[config.mk]
export PLATFORM = sky130hd
export DESIGN_NAME = sram_ctrl_flat
export DESIGN_NICKNAME = d
export VERILOG_FILES = /design/src/rtl/sram_ctrl_if.sv /design/src/rtl/sram_ctrl.sv /design/src/flat_wrapper.sv
export SDC_FILE = /design/constraint.sdc
export NUM_CORES = 1
export LEC_CHECK = 0
export ABC_AREA = 0
export CELL_PAD_IN_SITES_DETAIL_PLACEMENT = 1
export CELL_PAD_IN_SITES_GLOBAL_PLACEMENT = 1
export CORE_ASPECT_RATIO = 0.9
export CORE_MARGIN = 4
export CORE_UTILIZATION = 33
export CTS_CLUSTER_SIZE = 10
export DETAILED_ROUTE_END_ITERATION = 8
export GPL_TIMING_DRIVEN = 1
export MAX_ROUTING_LAYER = met4
export PLACE_DENSITY_LB_ADDON = 0.1
export SETUP_SLACK_MARGIN = 0.15
export SYNTH_ARGS = -nofsm -noshare
export SYNTH_HDL_FRONTEND = slang
export SYNTH_SLANG_ARGS = --single-unit
[constraint.sdc]
create_clock -name Clk -period 3.1 [get_ports Clk]
set_input_delay 0.62 -clock Clk [delete_from_list [all_inputs] [get_ports Clk]]
set_output_delay 0.62 -clock Clk [all_outputs]
set_load 0.005 [all_outputs]
[src/rtl/sram_ctrl_if.sv]
// ---------------------------------------------------------------------------
// sram_ctrl_if : signal bundle between the CPU side, the SRAM controller and
//                the physical SRAM pads.
//
//   CPU side      : ADDR, Data_to_SRAM, OE (active-low), WE (active-low)
//                   in; Data_from_SRAM and the Ready pulse back to the CPU.
//   SRAM pad side : SRAM_ADDR, SRAM_CE_N, SRAM_OE_N, SRAM_WE_N,
//                   SRAM_DQ_out, SRAM_DQ_oe out; SRAM_DQ_in back in.
//
//   modport slave  : the controller's view.
//   modport master : the environment's view (CPU plus SRAM / pad logic).
// ---------------------------------------------------------------------------
interface sram_ctrl_if #(
    parameter int ADDR_W = 16,
    parameter int DATA_W = 16
);
    logic [ADDR_W-1:0] ADDR;
    logic [DATA_W-1:0] Data_to_SRAM;
    logic              OE;
    logic              WE;
    logic [DATA_W-1:0] Data_from_SRAM;
    logic              Ready;
    logic [ADDR_W-1:0] SRAM_ADDR;
    logic              SRAM_CE_N;
    logic              SRAM_OE_N;
    logic              SRAM_WE_N;
    logic [DATA_W-1:0] SRAM_DQ_out;
    logic              SRAM_DQ_oe;
    logic [DATA_W-1:0] SRAM_DQ_in;

    modport slave (
        input  ADDR, Data_to_SRAM, OE, WE, SRAM_DQ_in,
        output Data_from_SRAM, Ready, SRAM_ADDR, SRAM_CE_N, SRAM_OE_N,
               SRAM_WE_N, SRAM_DQ_out, SRAM_DQ_oe
    );

    modport master (
        output ADDR, Data_to_SRAM, OE, WE, SRAM_DQ_in,
        input  Data_from_SRAM, Ready, SRAM_ADDR, SRAM_CE_N, SRAM_OE_N,
               SRAM_WE_N, SRAM_DQ_out, SRAM_DQ_oe
    );
endinterface

[src/rtl/sram_ctrl.sv]
// ---------------------------------------------------------------------------
// sram_ctrl : turns each level-style CPU read/write request into exactly one
//             timed SRAM bus cycle with programmable wait states, then pulses
//             Ready for one cycle. A held strobe never re-triggers: the
//             controller waits for both strobes to be released first.
//
//   Clk     : system clock, rising edge.
//   Reset_n : asynchronous, active-low reset.
//   bus     : sram_ctrl_if.slave (CPU request/response and SRAM pad signals).
//
// All outputs are flops whose next value is decoded from the next state, so
// the strobes change on the same edge as the state and never glitch.
// ---------------------------------------------------------------------------
module sram_ctrl #(
    parameter int ADDR_W  = 16,
    parameter int DATA_W  = 16,
    parameter int RD_WAIT = 2,
    parameter int WR_WAIT = 2
) (
    input  logic        Clk,
    input  logic        Reset_n,
    sram_ctrl_if.slave  bus
);

    typedef enum logic [2:0] {
        S_IDLE     = 3'd0,
        S_RD       = 3'd1,
        S_WR_SETUP = 3'd2,
        S_WR_PULSE = 3'd3,
        S_WR_HOLD  = 3'd4,
        S_DONE     = 3'd5,
        S_WAIT_REL = 3'd6
    } state_t;

    // The phase counter loads WAIT-1 and ends the phase at 0, so a phase
    // lasts exactly WAIT cycles and the counter never wraps.
    localparam logic [3:0] RD_LOAD = 4'(RD_WAIT - 1);
    localparam logic [3:0] WR_LOAD = 4'(WR_WAIT - 1);

    state_t            state_q,  state_d;
    logic [3:0]        cnt_q,    cnt_d;
    logic [ADDR_W-1:0] addr_q,   addr_d;
    logic [DATA_W-1:0] wdata_q,  wdata_d;
    logic [DATA_W-1:0] rdata_q,  rdata_d;
    logic              ce_n_q,   ce_n_d;
    logic              oe_n_q,   oe_n_d;
    logic              we_n_q,   we_n_d;
    logic              dq_oe_q,  dq_oe_d;
    logic              ready_q,  ready_d;

    // Next-state, counter and datapath latch logic.
    always_comb begin
        state_d = state_q;
        cnt_d   = cnt_q;
        addr_d  = addr_q;
        wdata_d = wdata_q;
        rdata_d = rdata_q;
        case (state_q)
            S_IDLE: begin
                // A write wins when both strobes are asserted together.
                if (!bus.WE) begin
                    addr_d  = bus.ADDR;
                    wdata_d = bus.Data_to_SRAM;
                    state_d = S_WR_SETUP;
                end else if (!bus.OE) begin
                    addr_d  = bus.ADDR;
                    cnt_d   = RD_LOAD;
                    state_d = S_RD;
                end else begin
                    state_d = S_IDLE;
                end
            end
            S_RD: begin
                // Capture on the last OE_N-low cycle, while the SRAM drives.
                if (cnt_q == 4'd0) begin
                    rdata_d = bus.SRAM_DQ_in;
                    state_d = S_DONE;
                end else begin
                    cnt_d = cnt_q - 4'd1;
                end
            end
            S_WR_SETUP: begin
                cnt_d   = WR_LOAD;
                state_d = S_WR_PULSE;
            end
            S_WR_PULSE: begin
                if (cnt_q == 4'd0) begin
                    state_d = S_WR_HOLD;
                end else begin
                    cnt_d = cnt_q - 4'd1;
                end
            end
            S_WR_HOLD: begin
                state_d = S_DONE;
            end
            S_DONE: begin
                state_d = S_WAIT_REL;
            end
            S_WAIT_REL: begin
                if (bus.OE && bus.WE) begin
                    state_d = S_IDLE;
                end else begin
                    state_d = S_WAIT_REL;
                end
            end
            default: begin
                state_d = S_IDLE;
                cnt_d   = 4'd0;
            end
        endcase
    end

    // Output decode from the next state so the registered strobes line up
    // with the state they belong to.
    always_comb begin
        ce_n_d  = 1'b1;
        oe_n_d  = 1'b1;
        we_n_d  = 1'b1;
        dq_oe_d = 1'b0;
        ready_d = 1'b0;
        case (state_d)
            S_RD: begin
                ce_n_d = 1'b0;
                oe_n_d = 1'b0;
            end
            S_WR_SETUP, S_WR_HOLD: begin
                ce_n_d  = 1'b0;
                dq_oe_d = 1'b1;
            end
            S_WR_PULSE: begin
                ce_n_d  = 1'b0;
                we_n_d  = 1'b0;
                dq_oe_d = 1'b1;
            end
            S_DONE: begin
                ready_d = 1'b1;
            end
            default: begin
                ce_n_d = 1'b1;
            end
        endcase
    end

    // State and output registers; reset aborts any cycle in flight at once.
    always_ff @(posedge Clk or negedge Reset_n) begin
        if (!Reset_n) begin
            state_q <= S_IDLE;
            cnt_q   <= 4'd0;
            addr_q  <= {ADDR_W{1'b0}};
            wdata_q <= {DATA_W{1'b0}};
            rdata_q <= {DATA_W{1'b0}};
            ce_n_q  <= 1'b1;
            oe_n_q  <= 1'b1;
            we_n_q  <= 1'b1;
            dq_oe_q <= 1'b0;
            ready_q <= 1'b0;
        end else begin
            state_q <= state_d;
            cnt_q   <= cnt_d;
            addr_q  <= addr_d;
            wdata_q <= wdata_d;
            rdata_q <= rdata_d;
            ce_n_q  <= ce_n_d;
            oe_n_q  <= oe_n_d;
            we_n_q  <= we_n_d;
            dq_oe_q <= dq_oe_d;
            ready_q <= ready_d;
        end
    end

    assign bus.Data_from_SRAM = rdata_q;
    assign bus.Ready          = ready_q;
    assign bus.SRAM_ADDR      = addr_q;
    assign bus.SRAM_CE_N      = ce_n_q;
    assign bus.SRAM_OE_N      = oe_n_q;
    assign bus.SRAM_WE_N      = we_n_q;
    assign bus.SRAM_DQ_out    = wdata_q;
    assign bus.SRAM_DQ_oe     = dq_oe_q;

endmodule

[src/flat_wrapper.sv]
// flat-port wrapper written by rule: the top's interface ports become plain ports
module sram_ctrl_flat 
#(
    parameter int ADDR_W  = 16,
    parameter int DATA_W  = 16,
    parameter int RD_WAIT = 2,
    parameter int WR_WAIT = 2
)
  (Clk, Reset_n, bus_ADDR, bus_Data_to_SRAM, bus_OE, bus_WE, bus_SRAM_DQ_in, bus_Data_from_SRAM, bus_Ready, bus_SRAM_ADDR, bus_SRAM_CE_N, bus_SRAM_OE_N, bus_SRAM_WE_N, bus_SRAM_DQ_out, bus_SRAM_DQ_oe);
  sram_ctrl_if #(.ADDR_W(ADDR_W), .DATA_W(DATA_W)) bus_i ();
  input  logic Clk;
  input  logic Reset_n;
  input wire logic [$bits(bus_i.ADDR)-1:0] bus_ADDR;
  input wire logic [$bits(bus_i.Data_to_SRAM)-1:0] bus_Data_to_SRAM;
  input wire logic [$bits(bus_i.OE)-1:0] bus_OE;
  input wire logic [$bits(bus_i.WE)-1:0] bus_WE;
  input wire logic [$bits(bus_i.SRAM_DQ_in)-1:0] bus_SRAM_DQ_in;
  output wire logic [$bits(bus_i.Data_from_SRAM)-1:0] bus_Data_from_SRAM;
  output wire logic [$bits(bus_i.Ready)-1:0] bus_Ready;
  output wire logic [$bits(bus_i.SRAM_ADDR)-1:0] bus_SRAM_ADDR;
  output wire logic [$bits(bus_i.SRAM_CE_N)-1:0] bus_SRAM_CE_N;
  output wire logic [$bits(bus_i.SRAM_OE_N)-1:0] bus_SRAM_OE_N;
  output wire logic [$bits(bus_i.SRAM_WE_N)-1:0] bus_SRAM_WE_N;
  output wire logic [$bits(bus_i.SRAM_DQ_out)-1:0] bus_SRAM_DQ_out;
  output wire logic [$bits(bus_i.SRAM_DQ_oe)-1:0] bus_SRAM_DQ_oe;
  assign bus_i.ADDR = bus_ADDR;
  assign bus_i.Data_to_SRAM = bus_Data_to_SRAM;
  assign bus_i.OE = bus_OE;
  assign bus_i.WE = bus_WE;
  assign bus_i.SRAM_DQ_in = bus_SRAM_DQ_in;
  assign bus_Data_from_SRAM = bus_i.Data_from_SRAM;
  assign bus_Ready = bus_i.Ready;
  assign bus_SRAM_ADDR = bus_i.SRAM_ADDR;
  assign bus_SRAM_CE_N = bus_i.SRAM_CE_N;
  assign bus_SRAM_OE_N = bus_i.SRAM_OE_N;
  assign bus_SRAM_WE_N = bus_i.SRAM_WE_N;
  assign bus_SRAM_DQ_out = bus_i.SRAM_DQ_out;
  assign bus_SRAM_DQ_oe = bus_i.SRAM_DQ_oe;
  sram_ctrl #(.ADDR_W(ADDR_W), .DATA_W(DATA_W), .RD_WAIT(RD_WAIT), .WR_WAIT(WR_WAIT)) u_core (.Clk(Clk), .Reset_n(Reset_n), .bus(bus_i));
endmodule
==> impl_metrics.toml <==
[route]
vias = 1757
drc = 0
drtIter0Drc = 32
wl_um = 6297
antenna_left = 0
first_pass_iters = 4
viasPerCell = 4.636
avgRoutedWirePerCell_um = 16.61

[timing]
fin_crit_ns = 2.268
fin_setup_tns_ns = 0
finalCritPeriodShare_pct = 73.17
worst_pin_slew_ns = 0.4727
finalHoldViolCount = 0
setup_ws_ns = 0.8317
clock_skew_ns = 0.01002
slew_headroom_pct = 68.48
rsz0062_at_grt = "false"
clock.fmax_mhz = 440.9
slew_viol_final = 0
setup_viol = 0

[critical_path]
worstSetupEndpoint = "u_core.bus.Data_from_SRAM[2]"
critPathKind = "reg2reg"
crit_arrival_ns = 2.49
rrSetupSlack_ns = 0.83
rr_worst_depth = 5
cp-end-kind = "register"
reg2reg_from = "u_core.cnt_q[0]"
worstPathRequired_ns = 3.32
reg2reg_to = "u_core.bus.Data_from_SRAM[2]"
path_max_fanout = 16
critPathLaunchType = "register"
critPathLaunch = "u_core.cnt_q[0]"

[clocking]
cts_max_level = 3
ctsResizeCount = 0
path_clk_slew_ns = 0.08
cts_buffers = 9
cts_setup_buffers = 0
cts_tree = "done"
clkLatencyLatePin_ns = 0.34
ctsHoldBuffers = 0
clock-sinks = 60
cts-root-buf = "clkbuf_8"
clock_path_buffers = 2

[layout]
synthToLayoutAreaGrowth_pct = 52.68
mostFrequentLayoutCells = "clkdlybuf4s50_1 (103), dfrtp_1 (57), mux2_2 (38)"
antenna_cells = 0
final_common_cell = "clkdlybuf4s50_1"
drive_gt1_share_pct = 26.22
nNetsFinal = 334
post-route-util_pct = 52.83

[placement]
post-place-ws_ns = 0.8263
gp_congestion = 0.6966
hpwl_um = 4728
portBuffers = 104

[floorplan]
dieHeight_um = 90.55
die-width_um = 99.72
rows = 29
die-area_mm2 = 0.009030
io_pins = 105
coreArea_mm2 = 0.007221
floorplan.initialDensity_pct = 34.60

[global_routing]
antenna_found_initial = 0
grt_max_degree = 24
grt_pass1_vias = 1889
grt-ovfl-total = 0
grt_usage_pct = 15.24
grt_pass1_wl_um = 10310

[pwr]
pwr-share-comb_pct = 43.9
switching_power_mw = 1.114
clockPowerShare_pct = 18.4
internal_power_mw = 2.723
p_per_area_mw_per_mm2 = 1006
power_mw = 3.837
p_seq_share_pct = 37.7
swShare_pct = 29.04
p_leak_nw = 1.629
vdd_ir_drop_max_mv = 0.4195

[logic_synthesis]
synth.avg_cell_area_um2 = 14.61
netlist.top_cell.by_area = "dfrtp_1"
synth.area.top_cells = "dfrtp_1 (57%), mux2_2 (17%), mux2_4 (6.0%), dfstp_2 (3.2%), mux2i_1 (1.6%)"
ys_warn_count = 0
yosysSeqAreaShare_pct = 60.24
syn_inst = 171
yosys.area.top_type_share_pct = 57.09
syn-cell-area_mm2 = 0.002499
synthesis.nets = 224
synth_cell_type_count = 37
ys_ff_latch = 60

[outcome]
run_status = "complete, no violations"

[run]
drv_cap = 0

[min_path]
min_path_type = "in2async"
## worst min-delay path by stage
stage / startpoint / end / slack, ns / cells past startpoint
floorplan: Reset_n / u_core.bus.Data_from_SRAM[0] / 0.32 / 0
global placement: u_core.bus.SRAM_DQ_out[8] / u_core.bus.SRAM_DQ_out[8] / 0.49 / 1
detailed placement: u_core.bus.SRAM_ADDR[1] / u_core.bus.SRAM_ADDR[1] / 0.50 / 1
CTS: Reset_n / u_core.bus.SRAM_DQ_out[13] / 0.20 / 1
global route: Reset_n / u_core.bus.SRAM_DQ_out[13] / 0.22 / 1
finish: Reset_n / u_core.bus.SRAM_DQ_out[13] / 0.20 / 1
## flip-flops by register name, indices dropped and copies added (netlist names)
signal / flops
u_core.bus.Ready: 1
u_core.bus.SRAM_WE_N: 1
u_core.bus.SRAM_CE_N: 1
u_core.cnt_q: 4
u_core.bus.SRAM_ADDR: 16
u_core.bus.SRAM_DQ_oe: 1
u_core.bus.Data_from_SRAM: 16
u_core.bus.SRAM_DQ_out: 16
u_core.state_q: 3
u_core.bus.SRAM_OE_N: 1
## routing by layer
metal	global-route usage [%]	routed length [µm]
met5	-	0
met4	4.323	70
met3	5.792	399
met2	23.89	3170
met1	18.29	2656
## per-stage QoR
stage | instances | instance area (µm²) | hold slack (ns)
2_1_floorplan | 171 | 2499 | 0.3244
3_3_place_gp | 363 | 3613 | 0.4889
3_5_place_dp | 363 | 3613 | 0.4958
4_1_cts | 379 | 3815 | 0.2013
5_1_grt | 379 | 3815 | 0.2155
6_report | 379 | 3815 | 0.1977
## worst max-delay path: stages, from the launching register on
cell,delay [ns]
dfrtp_1,0.41
inv_1,0.10
ha_1,0.24
or3b_1,0.51
or3_4,0.55
mux2_4,0.34
## power by group through the flow
stage               registers [mW]  clock network [mW]  logic, mW
CTS                           1.45               0.736       1.72
global placement              1.45                   0       1.68
floorplan                     1.43                   0      0.804
global route                  1.51               0.776       1.83
detailed placement            1.46                   0       1.71
finish                        1.45               0.706       1.68
## synth_stat cells
| master | count |
|---|---|
| o221ai_1 | 1 |
| o21ai_0 | 4 |
| and2_1 | 1 |
| o311a_1 | 1 |
| o22ai_1 | 2 |
| nor3_1 | 2 |
| buf_6 | 2 |
| buf_12 | 1 |
| dfstp_2 | 3 |
| or3_4 | 1 |
| ha_1 | 1 |
| nor2b_1 | 2 |
| nor2_1 | 6 |
| mux2_2 | 38 |
| clkbuf_1 | 3 |
| and2_0 | 1 |
| mux2_4 | 10 |
| buf_2 | 2 |
| or3_1 | 2 |
| o21a_1 | 1 |
| buf_1 | 1 |
| dfrtp_1 | 57 |
| o32ai_1 | 1 |
| a21oi_1 | 2 |
| mux2i_1 | 4 |
| or2_2 | 1 |
| a221oi_1 | 1 |
| nand2b_1 | 4 |
| or3b_1 | 1 |
| a21boi_0 | 1 |
| a2bb2oi_1 | 1 |
| a41o_1 | 1 |
| inv_1 | 5 |
| a21oi_2 | 1 |
| a21o_1 | 1 |
| nand2_1 | 3 |
| nand3b_1 | 2 |
## kinds of logic after synthesis
logic type | after synthesis | share of synthesized area (%)
adders and majority gates | 1 | 0.5007
AOI/OAI and AO/OA | 18 | 5.158
buffers and inverters | 14 | 3.455
DFF | 60 | 60.24
muxes | 52 | 24.74
and+or+nand+nor | 26 | 5.909
## cell type report
| type | count | area [µm²] |
|---|---|---|
| tap | 93 | 116.4 |
| sequential | 60 | 1505 |
| multi-input combinational | 97 | 907.1 |
| clock inverter | 6 | 63.81 |
| inverter | 5 | 18.77 |
| timing repair buffer | 108 | 1066 |
| clock buffer | 10 | 137.6 |
| fill | 738 | 3406 |
(Power assumes the default switching activity.)
